===== config.mk =====
export PLATFORM = sky130hd
export DESIGN_NAME = fetch_packet_sender_flat
export DESIGN_NICKNAME = d
export VERILOG_FILES = /design/src/rtl/fetch_packet_sender_pkg.sv /design/src/rtl/fetch_packet_sender_if.sv /design/src/rtl/fetch_slot_mask.sv /design/src/rtl/fetch_packet_sender.sv /design/src/flat_wrapper.sv
export SDC_FILE = /design/constraint.sdc
export NUM_CORES = 1
export LEC_CHECK = 0
export CAP_MARGIN = 15
export CORE_AREA = 4 4 272 274
export CTS_CLUSTER_SIZE = 20
export DETAILED_ROUTE_END_ITERATION = 8
export DIE_AREA = 0 0 276 278
export SLEW_MARGIN = 25
export SYNTH_ARGS = -nofsm -noshare
export SYNTH_HDL_FRONTEND = slang
export SYNTH_SLANG_ARGS = --single-unit

===== constraint.sdc =====
create_clock -name clk -period 3.2 [get_ports clk]
set_input_delay 0.64 -clock clk [delete_from_list [all_inputs] [get_ports clk]]
set_output_delay 0.64 -clock clk [all_outputs]
set_load 0.02 [all_outputs]

===== src/rtl/fetch_packet_sender_pkg.sv =====
// Shared constants, state encoding and payload types for the IF-stage packet sender.
// The optional IF_PRED_TRUNC_EN build switch is consumed by the sender and its slot mask.
package fetch_packet_sender_pkg;

    localparam int unsigned XLEN               = 32;
    localparam int unsigned SLOTS              = 4;
    localparam int unsigned LINE_W             = SLOTS * XLEN;
    localparam int unsigned EXCCODE_W          = 5;
    localparam int unsigned ALL_CHECKPOINT_LEN = 8;

    localparam logic [EXCCODE_W-1:0] EXC_ADEL = 5'h04;

    typedef enum logic [1:0] {
        S_REQ  = 2'd0,
        S_WAIT = 2'd1,
        S_HALT = 2'd2,
        S_DROP = 2'd3
    } fetch_state_e;

    typedef struct packed {
        logic                 has_exception;
        logic [EXCCODE_W-1:0] exc_code;
        logic                 is_refill;
    } exc_info_t;

    // Thermometer mask with the lowest cnt bits set (cnt in 0..4).
    function automatic logic [SLOTS-1:0] therm(input logic [2:0] cnt);
        logic [SLOTS-1:0] t;
        t = '0;
        for (int i = 0; i < int'(SLOTS); i++) begin
            if (3'(i) < cnt) t[i] = 1'b1;
        end
        return t;
    endfunction

endpackage


===== src/rtl/fetch_packet_sender_if.sv =====
// IF-stage bus bundle: queue back-pressure, backend redirect, I-cache, predictor and packet output.
interface fetch_packet_sender_if
    import fetch_packet_sender_pkg::*;
#(
    parameter int unsigned CKPT_W = ALL_CHECKPOINT_LEN
) ();

    logic                       ID_stopFetch_i;
    logic                       BE_redirect_i;
    logic [XLEN-1:0]            BE_redirectPC_i;

    logic                       IC_req_o;
    logic [XLEN-1:0]            IC_addr_o;
    logic                       IC_ready_i;
    logic                       IC_respValid_i;
    logic [LINE_W-1:0]          IC_data_i;
    logic                       IC_hasException_i;
    logic [EXCCODE_W-1:0]       IC_ExcCode_i;
    logic                       IC_isRefill_i;

    logic [SLOTS-1:0]           BP_predTake_i;
    logic [LINE_W-1:0]          BP_predDest_i;
    logic [SLOTS*CKPT_W-1:0]    BP_predInfo_i;

    logic                       IF_valid_o;
    logic [SLOTS-1:0]           IF_instEnable_o;
    logic [2:0]                 IF_instNum_o;
    logic [XLEN-1:0]            IF_instBasePC_o;
    logic [LINE_W-1:0]          IF_inst_p_o;
    logic [LINE_W-1:0]          IF_predDest_p_o;
    logic [SLOTS-1:0]           IF_predTake_p_o;
    logic [SLOTS*CKPT_W-1:0]    IF_predInfo_p_o;
    logic                       IF_hasException_o;
    logic [EXCCODE_W-1:0]       IF_ExcCode_o;
    logic                       IF_isRefill_o;

    modport master (
        input  ID_stopFetch_i, BE_redirect_i, BE_redirectPC_i,
        output IC_req_o, IC_addr_o,
        input  IC_ready_i, IC_respValid_i, IC_data_i, IC_hasException_i, IC_ExcCode_i, IC_isRefill_i,
        input  BP_predTake_i, BP_predDest_i, BP_predInfo_i,
        output IF_valid_o, IF_instEnable_o, IF_instNum_o, IF_instBasePC_o, IF_inst_p_o,
        output IF_predDest_p_o, IF_predTake_p_o, IF_predInfo_p_o,
        output IF_hasException_o, IF_ExcCode_o, IF_isRefill_o
    );

    modport slave (
        output ID_stopFetch_i, BE_redirect_i, BE_redirectPC_i,
        input  IC_req_o, IC_addr_o,
        output IC_ready_i, IC_respValid_i, IC_data_i, IC_hasException_i, IC_ExcCode_i, IC_isRefill_i,
        output BP_predTake_i, BP_predDest_i, BP_predInfo_i,
        input  IF_valid_o, IF_instEnable_o, IF_instNum_o, IF_instBasePC_o, IF_inst_p_o,
        input  IF_predDest_p_o, IF_predTake_p_o, IF_predInfo_p_o,
        input  IF_hasException_o, IF_ExcCode_o, IF_isRefill_o
    );

endinterface


===== src/rtl/fetch_slot_mask.sv =====
// Combinational slot selection for one fetch line: valid-slot thermometer, count, first taken slot.
// Prediction truncation and delay-slot handling only exist when IF_PRED_TRUNC_EN is defined.
module fetch_slot_mask
    import fetch_packet_sender_pkg::*;
(
    input  logic [1:0]       pc_slot_i,
    input  logic [SLOTS-1:0] pred_take_i,
    input  logic             dly_pend_i,
    output logic [SLOTS-1:0] enable_c,
    output logic [2:0]       num_c,
    output logic [1:0]       k_c,
    output logic             take_c,
    output logic             dly_needed_c
);

    logic [2:0] base_num;

    always_comb begin
        base_num     = 3'(SLOTS) - 3'(pc_slot_i);
        enable_c     = therm(base_num);
        num_c        = base_num;
        k_c          = '0;
        take_c       = 1'b0;
        dly_needed_c = 1'b0;
`ifdef IF_PRED_TRUNC_EN
        if (dly_pend_i) begin
            // Delay-slot packet: only the branch's delay slot, predictions ignored.
            enable_c = 4'b0001;
            num_c    = 3'd1;
        end else begin
            // Scan downward so the lowest taken slot inside the line wins.
            for (int i = int'(SLOTS) - 1; i >= 0; i--) begin
                if (pred_take_i[i] && (3'(i) < base_num)) begin
                    k_c    = 2'(i);
                    take_c = 1'b1;
                end
            end
            if (take_c) begin
                if (3'(k_c) == base_num - 3'd1) begin
                    dly_needed_c = 1'b1;
                end else begin
                    num_c    = 3'(k_c) + 3'd2;
                    enable_c = therm(num_c);
                end
            end
        end
`endif
    end

`ifndef IF_PRED_TRUNC_EN
    logic unused_pred_in;
    assign unused_pred_in = ^{pred_take_i, dly_pend_i};
`endif

endmodule


===== src/rtl/fetch_packet_sender.sv =====
// IF-stage fetch PC owner: one I-cache line request at a time, one registered packet per response.
// Build switch IF_PRED_TRUNC_EN enables predictor-driven truncation, redirect and delay-slot handling.
module fetch_packet_sender
    import fetch_packet_sender_pkg::*;
#(
    parameter logic [XLEN-1:0] RESET_PC = 32'hBFC0_0000,
    parameter int unsigned     CKPT_W   = ALL_CHECKPOINT_LEN
) (
    input  logic                  clk,
    input  logic                  rst,
    fetch_packet_sender_if.master bus
);

    localparam int unsigned INFO_W = SLOTS * CKPT_W;

    fetch_state_e        state_q, state_d;
    logic [XLEN-1:0]     pc_q, pc_d;
    logic                dly_pend_q, dly_pend_d;
    logic [XLEN-1:0]     dly_tgt_q, dly_tgt_d;
    logic                valid_q, valid_d;
    logic [SLOTS-1:0]    enable_q, enable_d;
    logic [2:0]          num_q, num_d;
    logic [XLEN-1:0]     base_pc_q, base_pc_d;
    logic [LINE_W-1:0]   inst_q, inst_d;
    logic [SLOTS-1:0]    pred_take_q, pred_take_d;
    logic [LINE_W-1:0]   pred_dest_q, pred_dest_d;
    logic [INFO_W-1:0]   pred_info_q, pred_info_d;
    exc_info_t           exc_q, exc_d;

    logic [SLOTS-1:0]    slot_enable_c;
    logic [2:0]          slot_num_c;
    logic [1:0]          slot_k_c;
    logic                slot_take_c;
    logic                slot_dly_needed_c;
    logic                req_c;
    logic [XLEN-1:0]     next_line_c;

    fetch_slot_mask u_slot_mask (
        .pc_slot_i    (pc_q[3:2]),
        .pred_take_i  (bus.BP_predTake_i),
        .dly_pend_i   (dly_pend_q),
        .enable_c     (slot_enable_c),
        .num_c        (slot_num_c),
        .k_c          (slot_k_c),
        .take_c       (slot_take_c),
        .dly_needed_c (slot_dly_needed_c)
    );

    assign next_line_c = {pc_q[XLEN-1:4] + 28'd1, 4'h0};
    assign req_c = rst && (state_q == S_REQ) && !bus.ID_stopFetch_i && !bus.BE_redirect_i
                   && (pc_q[1:0] == 2'b00);

`ifdef IF_PRED_TRUNC_EN
    logic [XLEN-1:0]   dest_sel_c;
    logic [LINE_W-1:0] dest_mask_c;
    logic [INFO_W-1:0] info_mask_c;

    // Per-slot masks so predictor fields of disabled slots read as zero.
    always_comb begin
        dest_sel_c  = 32'(bus.BP_predDest_i >> {slot_k_c, 5'b0_0000});
        dest_mask_c = '0;
        info_mask_c = '0;
        for (int i = 0; i < int'(SLOTS); i++) begin
            dest_mask_c[i*XLEN +: XLEN]     = {XLEN{slot_enable_c[i]}};
            info_mask_c[i*CKPT_W +: CKPT_W] = {CKPT_W{slot_enable_c[i]}};
        end
    end
`else
    logic unused_pred;
    assign unused_pred = ^{bus.BP_predDest_i, bus.BP_predInfo_i, slot_k_c, slot_take_c,
                           slot_dly_needed_c};
`endif

    always_comb begin
        state_d     = state_q;
        pc_d        = pc_q;
        dly_pend_d  = dly_pend_q;
        dly_tgt_d   = dly_tgt_q;
        valid_d     = 1'b0;
        enable_d    = enable_q;
        num_d       = num_q;
        base_pc_d   = base_pc_q;
        inst_d      = inst_q;
        pred_take_d = pred_take_q;
        pred_dest_d = pred_dest_q;
        pred_info_d = pred_info_q;
        exc_d       = exc_q;

        if (bus.BE_redirect_i) begin
            // Redirect wins everywhere; an in-flight line must still be absorbed in S_DROP.
            pc_d       = bus.BE_redirectPC_i;
            dly_pend_d = 1'b0;
            if ((state_q == S_WAIT || state_q == S_DROP) && !bus.IC_respValid_i) begin
                state_d = S_DROP;
            end else begin
                state_d = S_REQ;
            end
        end else begin
            case (state_q)
                S_REQ: begin
                    if (pc_q[1:0] != 2'b00) begin
                        valid_d     = 1'b1;
                        enable_d    = 4'b0001;
                        num_d       = 3'd1;
                        base_pc_d   = pc_q;
                        inst_d      = '0;
                        pred_take_d = '0;
                        pred_dest_d = '0;
                        pred_info_d = '0;
                        exc_d       = '{has_exception: 1'b1, exc_code: EXC_ADEL, is_refill: 1'b0};
                        state_d     = S_HALT;
                    end else if (req_c && bus.IC_ready_i) begin
                        state_d = S_WAIT;
                    end
                end
                S_WAIT: begin
                    if (bus.IC_respValid_i) begin
                        valid_d     = 1'b1;
                        base_pc_d   = pc_q;
                        inst_d      = bus.IC_data_i;
                        pred_take_d = '0;
                        pred_dest_d = '0;
                        pred_info_d = '0;
                        state_d     = S_REQ;
                        if (bus.IC_hasException_i) begin
                            enable_d = 4'b0001;
                            num_d    = 3'd1;
                            exc_d    = '{has_exception: 1'b1, exc_code: bus.IC_ExcCode_i,
                                         is_refill: bus.IC_isRefill_i};
                            state_d  = S_HALT;
                        end else begin
                            enable_d = slot_enable_c;
                            num_d    = slot_num_c;
                            exc_d    = '0;
`ifdef IF_PRED_TRUNC_EN
                            pred_take_d = dly_pend_q ? '0 : (bus.BP_predTake_i & slot_enable_c);
                            pred_dest_d = bus.BP_predDest_i & dest_mask_c;
                            pred_info_d = bus.BP_predInfo_i & info_mask_c;
                            if (dly_pend_q) begin
                                pc_d       = dly_tgt_q;
                                dly_pend_d = 1'b0;
                            end else if (slot_take_c && !slot_dly_needed_c) begin
                                pc_d = dest_sel_c;
                            end else begin
                                pc_d = next_line_c;
                                if (slot_dly_needed_c) begin
                                    dly_pend_d = 1'b1;
                                    dly_tgt_d  = dest_sel_c;
                                end
                            end
`else
                            pc_d = next_line_c;
`endif
                        end
                    end
                end
                S_HALT: begin
                    state_d = S_HALT;
                end
                S_DROP: begin
                    if (bus.IC_respValid_i) state_d = S_REQ;
                end
                default: state_d = S_REQ;
            endcase
        end
    end

    always_ff @(posedge clk or negedge rst) begin
        if (!rst) begin
            state_q     <= S_REQ;
            pc_q        <= RESET_PC;
            dly_pend_q  <= 1'b0;
            dly_tgt_q   <= '0;
            valid_q     <= 1'b0;
            enable_q    <= '0;
            num_q       <= '0;
            base_pc_q   <= '0;
            inst_q      <= '0;
            pred_take_q <= '0;
            pred_dest_q <= '0;
            pred_info_q <= '0;
            exc_q       <= '0;
        end else begin
            state_q     <= state_d;
            pc_q        <= pc_d;
            dly_pend_q  <= dly_pend_d;
            dly_tgt_q   <= dly_tgt_d;
            valid_q     <= valid_d;
            enable_q    <= enable_d;
            num_q       <= num_d;
            base_pc_q   <= base_pc_d;
            inst_q      <= inst_d;
            pred_take_q <= pred_take_d;
            pred_dest_q <= pred_dest_d;
            pred_info_q <= pred_info_d;
            exc_q       <= exc_d;
        end
    end

    assign bus.IC_req_o          = req_c;
    assign bus.IC_addr_o         = pc_q;
    assign bus.IF_valid_o        = valid_q;
    assign bus.IF_instEnable_o   = enable_q;
    assign bus.IF_instNum_o      = num_q;
    assign bus.IF_instBasePC_o   = base_pc_q;
    assign bus.IF_inst_p_o       = inst_q;
    assign bus.IF_predTake_p_o   = pred_take_q;
    assign bus.IF_predDest_p_o   = pred_dest_q;
    assign bus.IF_predInfo_p_o   = pred_info_q;
    assign bus.IF_hasException_o = exc_q.has_exception;
    assign bus.IF_ExcCode_o      = exc_q.exc_code;
    assign bus.IF_isRefill_o     = exc_q.is_refill;

endmodule


===== src/flat_wrapper.sv =====
// flat-port wrapper written by rule: the top's interface ports become plain ports
module fetch_packet_sender_flat import fetch_packet_sender_pkg::*;
#(
    parameter logic [XLEN-1:0] RESET_PC = 32'hBFC0_0000,
    parameter int unsigned     CKPT_W   = ALL_CHECKPOINT_LEN
)
  (clk, rst, bus_ID_stopFetch_i, bus_BE_redirect_i, bus_BE_redirectPC_i, bus_IC_req_o, bus_IC_addr_o, bus_IC_ready_i, bus_IC_respValid_i, bus_IC_data_i, bus_IC_hasException_i, bus_IC_ExcCode_i, bus_IC_isRefill_i, bus_BP_predTake_i, bus_BP_predDest_i, bus_BP_predInfo_i, bus_IF_valid_o, bus_IF_instEnable_o, bus_IF_instNum_o, bus_IF_instBasePC_o, bus_IF_inst_p_o, bus_IF_predDest_p_o, bus_IF_predTake_p_o, bus_IF_predInfo_p_o, bus_IF_hasException_o, bus_IF_ExcCode_o, bus_IF_isRefill_o);
  fetch_packet_sender_if #(.CKPT_W(CKPT_W)) bus_i ();
  input  logic clk;
  input  logic rst;
  input wire logic [$bits(bus_i.ID_stopFetch_i)-1:0] bus_ID_stopFetch_i;
  input wire logic [$bits(bus_i.BE_redirect_i)-1:0] bus_BE_redirect_i;
  input wire logic [$bits(bus_i.BE_redirectPC_i)-1:0] bus_BE_redirectPC_i;
  output wire logic [$bits(bus_i.IC_req_o)-1:0] bus_IC_req_o;
  output wire logic [$bits(bus_i.IC_addr_o)-1:0] bus_IC_addr_o;
  input wire logic [$bits(bus_i.IC_ready_i)-1:0] bus_IC_ready_i;
  input wire logic [$bits(bus_i.IC_respValid_i)-1:0] bus_IC_respValid_i;
  input wire logic [$bits(bus_i.IC_data_i)-1:0] bus_IC_data_i;
  input wire logic [$bits(bus_i.IC_hasException_i)-1:0] bus_IC_hasException_i;
  input wire logic [$bits(bus_i.IC_ExcCode_i)-1:0] bus_IC_ExcCode_i;
  input wire logic [$bits(bus_i.IC_isRefill_i)-1:0] bus_IC_isRefill_i;
  input wire logic [$bits(bus_i.BP_predTake_i)-1:0] bus_BP_predTake_i;
  input wire logic [$bits(bus_i.BP_predDest_i)-1:0] bus_BP_predDest_i;
  input wire logic [$bits(bus_i.BP_predInfo_i)-1:0] bus_BP_predInfo_i;
  output wire logic [$bits(bus_i.IF_valid_o)-1:0] bus_IF_valid_o;
  output wire logic [$bits(bus_i.IF_instEnable_o)-1:0] bus_IF_instEnable_o;
  output wire logic [$bits(bus_i.IF_instNum_o)-1:0] bus_IF_instNum_o;
  output wire logic [$bits(bus_i.IF_instBasePC_o)-1:0] bus_IF_instBasePC_o;
  output wire logic [$bits(bus_i.IF_inst_p_o)-1:0] bus_IF_inst_p_o;
  output wire logic [$bits(bus_i.IF_predDest_p_o)-1:0] bus_IF_predDest_p_o;
  output wire logic [$bits(bus_i.IF_predTake_p_o)-1:0] bus_IF_predTake_p_o;
  output wire logic [$bits(bus_i.IF_predInfo_p_o)-1:0] bus_IF_predInfo_p_o;
  output wire logic [$bits(bus_i.IF_hasException_o)-1:0] bus_IF_hasException_o;
  output wire logic [$bits(bus_i.IF_ExcCode_o)-1:0] bus_IF_ExcCode_o;
  output wire logic [$bits(bus_i.IF_isRefill_o)-1:0] bus_IF_isRefill_o;
  assign bus_i.ID_stopFetch_i = bus_ID_stopFetch_i;
  assign bus_i.BE_redirect_i = bus_BE_redirect_i;
  assign bus_i.BE_redirectPC_i = bus_BE_redirectPC_i;
  assign bus_IC_req_o = bus_i.IC_req_o;
  assign bus_IC_addr_o = bus_i.IC_addr_o;
  assign bus_i.IC_ready_i = bus_IC_ready_i;
  assign bus_i.IC_respValid_i = bus_IC_respValid_i;
  assign bus_i.IC_data_i = bus_IC_data_i;
  assign bus_i.IC_hasException_i = bus_IC_hasException_i;
  assign bus_i.IC_ExcCode_i = bus_IC_ExcCode_i;
  assign bus_i.IC_isRefill_i = bus_IC_isRefill_i;
  assign bus_i.BP_predTake_i = bus_BP_predTake_i;
  assign bus_i.BP_predDest_i = bus_BP_predDest_i;
  assign bus_i.BP_predInfo_i = bus_BP_predInfo_i;
  assign bus_IF_valid_o = bus_i.IF_valid_o;
  assign bus_IF_instEnable_o = bus_i.IF_instEnable_o;
  assign bus_IF_instNum_o = bus_i.IF_instNum_o;
  assign bus_IF_instBasePC_o = bus_i.IF_instBasePC_o;
  assign bus_IF_inst_p_o = bus_i.IF_inst_p_o;
  assign bus_IF_predDest_p_o = bus_i.IF_predDest_p_o;
  assign bus_IF_predTake_p_o = bus_i.IF_predTake_p_o;
  assign bus_IF_predInfo_p_o = bus_i.IF_predInfo_p_o;
  assign bus_IF_hasException_o = bus_i.IF_hasException_o;
  assign bus_IF_ExcCode_o = bus_i.IF_ExcCode_o;
  assign bus_IF_isRefill_o = bus_i.IF_isRefill_o;
  fetch_packet_sender #(.RESET_PC(RESET_PC), .CKPT_W(CKPT_W)) u_core (.clk(clk), .rst(rst), .bus(bus_i));
endmodule

# == Word-level counts from Yosys, hierarchy flattened ==
# Cells that the tools add are included.
# word_totals
in_bits,337
regBits,373
# classes
n_mux,46
bitwise,1
n_eq_ne,9
reduce_logical,19
n_addsub,2
n_lt_le_gt_ge,4
# op_table
cell,n
128-bit one-hot mux with 2 select lines,2
128-bit two-way mux,3
32-bit two-way mux,8
32-bit one-hot mux with 2 select lines,2
"28-bit by 1-bit adder with 28-bit output, second input constant",1
7-bit two-way mux,3
4-bit two-way mux,5
4-bit one-hot mux with 2 select lines,2
2-bit two-way mux,7
7-bit one-hot mux with 2 select lines,1
3-bit two-way mux,3
2-bit one-hot mux with 4 select lines,1
2-bit nonzero test,4
1-bit two-way mux,7
1-bit logical AND,6
"1-bit by 3-bit less-than comparator with 1-bit output, first input constant",2
"2-bit by 3-bit less-than comparator with 1-bit output, first input constant",2
"2-bit inequality test, second input constant",3
"3-bit inequality test, second input constant",2
3-bit one-hot mux with 2 select lines,1
3-bit AND reduction,2
"2-bit equality test, second input constant",2
2-bit zero test,2
"4-bit inequality test, second input constant",1
7 further kinds,9

# == Logic depth before layout (Yosys ltp) ==
# logic_depth
ltp_word,10
depth_mapped,7

# == By module ==
# Synthesis repeated with hierarchy kept, for this count alone.
# unflattened
cells_unflattened,892
area_unflattened_um2,9559.2
# by_module_without_submodules
module,cells_per_inst,instances,area_per_inst_um2
fetch_packet_sender,877,1,9451.6
fetch_slot_mask,15,1,107.6

# == Worst setup path before layout ==
# OpenSTA, ideal clock, no wires.
# synth_path
kind,input to register
startpoint,input port bus_IC_hasException_i
endpoint,register u_core.pc_q[30] (netlist: u_core.bus.IC_addr_o[30])
arrival_time_ps,1933
slack_ps,1185
required_time_ps,3118
n_path_buf,2
path_stages,6
cell_sequence,buf_2 and4bb_1 buf_2 nand4_1 or4_1 a31oi_1
# synth_via
elab_chain_cells,2
# synth_rtl
element,line,source
start: declaration,flat_wrapper.sv:19,input wire logic [$bits(bus_i.IC_hasException_i)-1:0] bus_IC_hasException_i;
2-bit inequality test (no line),--,
3-bit AND reduction (no line),--,
end signal: assignment,fetch_packet_sender.sv:185,pc_q <= pc_d;
end: declaration,fetch_packet_sender.sv:17,"logic [XLEN-1:0] pc_q, pc_d;"
# No other way between the ends.
# A chain may end at the register's enable or synchronous reset.

# == Worst setup path in the final report ==
# layout_path
startpoint,input port rst
endpoint,output port bus_IC_req_o
# layout_via
elab_chain_cells,4
# layout_rtl
element,line,source
start: declaration,flat_wrapper.sv:10,input logic rst;
1-bit logical AND (3 in series),fetch_packet_sender.sv:50,assign req_c = rst && (state_q == S_REQ) && !bus.ID_stopFetch_i && !bus.BE_redirect_i
1-bit logical AND,fetch_packet_sender.sv:51,&& (pc_q[1:0] == 2'b00);
end: declaration,flat_wrapper.sv:14,output wire logic [$bits(bus_i.IC_req_o)-1:0] bus_IC_req_o;
# No other way between the ends.

==> run summary <==
Status: complete, no violations
Internal: 5.531 mW
Hold Path Class: reg -> reg
Clock transition at path regs: 0.05 ns
Adder-Cell Fraction of Synth Area: 0.5050%
DRC: 0
Ys Warns: 0
Synth cell types: 39
Longest Clk Path Bufs: 3
Vias: 8,570
Share of layout cells above drive strength 1: 5.778%
Gate power share: 18.5%
Post-synthesis xor/xnor area fraction: 0.6186%
Starting Density: 13.89%
R2r endpoint: u_core.bus.IC_addr_o[26]
Vias in the first global route: 8,530
Post-synth EDFFs: 0
Clock share of power: 43.8%
Max Cap Violations: 0
Cell breakdown of the critical path: dlygate4sd3_1 > buf_8 > and4b_1 > buf_12
Crit path time final: 2.615 ns
Row cnt: 98
Critical Path Slowest Stage Cell: dlygate4sd3_1
PD cells: 509.9 nW/µm²
Slowest stage delay, CP: 0.57 ns
Multi-input gate area: 3796 µm²
Sink Count: 208
Worst-path fanout max: 30
Slew HR: 45.25%
Syn avg cell area: 8.763 µm²
CTS root buf: clkbuf_16
Peak supply drop: 0.3703 mV
Post-Syn Area: 9911 µm²
Worst Path Arrival: 1.98 ns
Largest area contributor in the netlist: dfrtp_1
Flop pwr share: 37.7%
Crit Path Class: in -> out
P_sw: 2.292 mW
Core area: 71,360 µm²
Final GP Congestion: 0.7733
Dpl cells: 2,420
Grt total ovfl: 0
Final nets: 1,842
Antenna Violating Nets Remaining: 0
Initial antenna violation count: 3
Fin. Hold Viols: 0
Compound-Gate Fraction of Synth Area: 4.090%
Die area: 76,730 µm²
Post-Synth Simple-Gate Area: 26.70%
Worst skew pair latency: 0.56 ns
Die H: 278 µm
DP Wirelength: 28.11 mm
Net Sw Frac: 29.30%
Leak pwr: 7.086 nW
R2r setup slk: 0.93 ns
Worst-case reg-to-reg path depth: 4
Final Worst Setup Slack: 0.5848 ns
Drt initial violations: 358
Commonest non-fill, non-tap cells in the layout: 389 x nand2_1, 378 x clkdlybuf4s50_1, 199 x dfrtp_1, 164 x conb_1, 145 x nand3_1
Top cells by area, synth: dfrtp_1 50%, nand2_1 15%, buf_4 12%
Hold path depth: 2
Post-route setup TNS: 0 ns
Post-CTS Resized: 0
Routed len/inst: 15.24 µm
Gr usage total: 9.260%
IO Count: 709
Min-delay src: u_core.bus.IF_inst_p_o[93]
Largest family of logic cells by synthesized area: simple AND/OR/NAND/NOR gates
Port Buffers: 380
Post-placement cell area: 14,320 µm²
Async SR Flop Fraction: 100.0%
Top FF cell, synth: dfrtp_1
Mapped Cells: 1,131
Final setup viols: 0
CP endpoint kind: primary output
Drt total wl: 37.73 mm
TritonCTS clock tree: yes
Worst r2r src: u_core.state_q[1]
Top-area cell type share of the netlist area: 50.25%
Post-route insts no fill: 2,475
Storage cell area: 5216 µm²
Die W: 276 µm
Layout area overhead: 54.79%
Tot Pwr: 7.823 mW
Highest Clock Rate: 382.4 MHz
TritonRoute pass-1 iters: 6
Multiplexer share of the synthesized area: 0.1010%
Final period utilization: 81.72%
First-pass GRT wire length: 55.17 mm
Via-to-Cell Ratio: 3.463
# fillers: 7,905
#FFs+latches synth: 208
Cts bufs inserted: 28
Startpoint Class: primary input
Fin area: 15,340 µm²
Unrepaired setup endpoints after global routing: no
Endpoint, Worst Hold: u_core.bus.IF_inst_p_o[93]
Largest net degree at the start of global routing: 117
Final slew viol count: 0
Slew at the pin closest to its max-slew limit: 0.8213 ns
Commonest non-fill, non-tap cell in the layout: nand2_1
Setup WS pre-CTS: -0.07258 ns
Sequential area share after synthesis: 52.63%
# H-tree levels: 1
Clock skew: 0.02035 ns
Req. time, crit path: 2.56 ns
worst max path at each step:
stage                                from                        to  slack (ns)
floorplan           bus_IC_hasException_i  u_core.bus.IC_addr_o[30]        1.19
global placement    bus_IC_hasException_i  u_core.bus.IC_addr_o[28]       -0.01
global route        bus_IC_hasException_i  u_core.bus.IC_addr_o[28]        0.46
finish                                rst              bus_IC_req_o        0.58
CTS                                   rst              bus_IC_req_o        0.54
detailed placement  bus_IC_hasException_i  u_core.bus.IC_addr_o[26]       -0.07
registers in the layout, indices dropped and copies added (netlist names):
register                      flops
u_core.bus.IF_instBasePC_o       32
u_core.bus.IF_instEnable_o        4
u_core.bus.IF_inst_p_o          128
u_core.state_q                    2
u_core.bus.IC_addr_o             32
u_core.bus.IF_valid_o             1
u_core.bus.IF_ExcCode_o           5
u_core.bus.IF_instNum_o           2
u_core.bus.IF_hasException_o      1
u_core.bus.IF_isRefill_o          1
what timing repair did:
action / 4_1_cts / 5_1_grt
setup buffers: 0 / 0
endpoints found under the hold margin: 18 / 0
hold buffers: 1 / 0
layout make-up:
class                           count  area share [%]
Timing Repair Buffer              407           26.72
Clock buffer                       38           5.146
Multi-Input combinational cell    850           24.75
Sequential cell                   208           34.00
Antenna cell                        2         0.03262
Clock inverter                     14           1.427
Tap cell                          950           7.748
Inverter                            6          0.1794
layer usage:
metal | GRT usage (%) | routed length [µm] | vias up | part of all wire [%]
met2 | 15.21 | 17330 | 373 | 46
met3 | 3.808 | 3924 | 44 | 10
met4 | 2.298 | 790 | 2 | 2.1
li1 | - | - | 4119 | -
met1 | 11.33 | 15680 | 4032 | 42
met5 | 0 | 12 | - | 0.032
cells in the mapped netlist (all sizes together), types with 3 or more instances:
cell and n:
a31oi 19, and3 5, and4 3, buf 175, clkbuf 55, dfrtp 199, dfstp 9, ha 4
inv 6, nand2 389, nand3 145, nand4 10, nor2 21, o21ai 31, o31ai 12, or3 8
or4 12, xor2 5
worst max-delay path: cells and delay by family:
family                 cells  cell delay, ns
AND/OR/NAND/NOR            1            0.33
buffers and inverters      3            0.99
logic make-up (layout without fill, tap and decap cells):
kind of cell	after synthesis	in the layout
AOI/OAI and AO/OA	68	68
other	1	166
muxes	1	1
xor gates and xnor gates	7	7
and+or+nand+nor	606	606
DFF	208	208
adders and majority gates	4	4
buffers and inverters	236	465
power by group through the flow:
stage	Combinational (mW)	Clock, mW	Sequential (mW)
final	1.45	3.43	2.95
after global routing	1.58	3.67	2.97
after CTS	1.48	3.58	2.95
after detailed placement	1.48	0	2.99
after global placement	1.48	0	2.99
after floorplan	0.599	0	3.17
through the flow:
step           hold slack (ns)  util, %
6_report                0.4590    21.50
5_1_grt                 0.4841    21.49
4_1_cts                 0.4673    21.49
3_5_place_dp            0.4543    20.06
3_3_place_gp            0.4486    20.06
2_1_floorplan           0.3444        -
No activity file was read; power rests on OpenSTA's default activity.
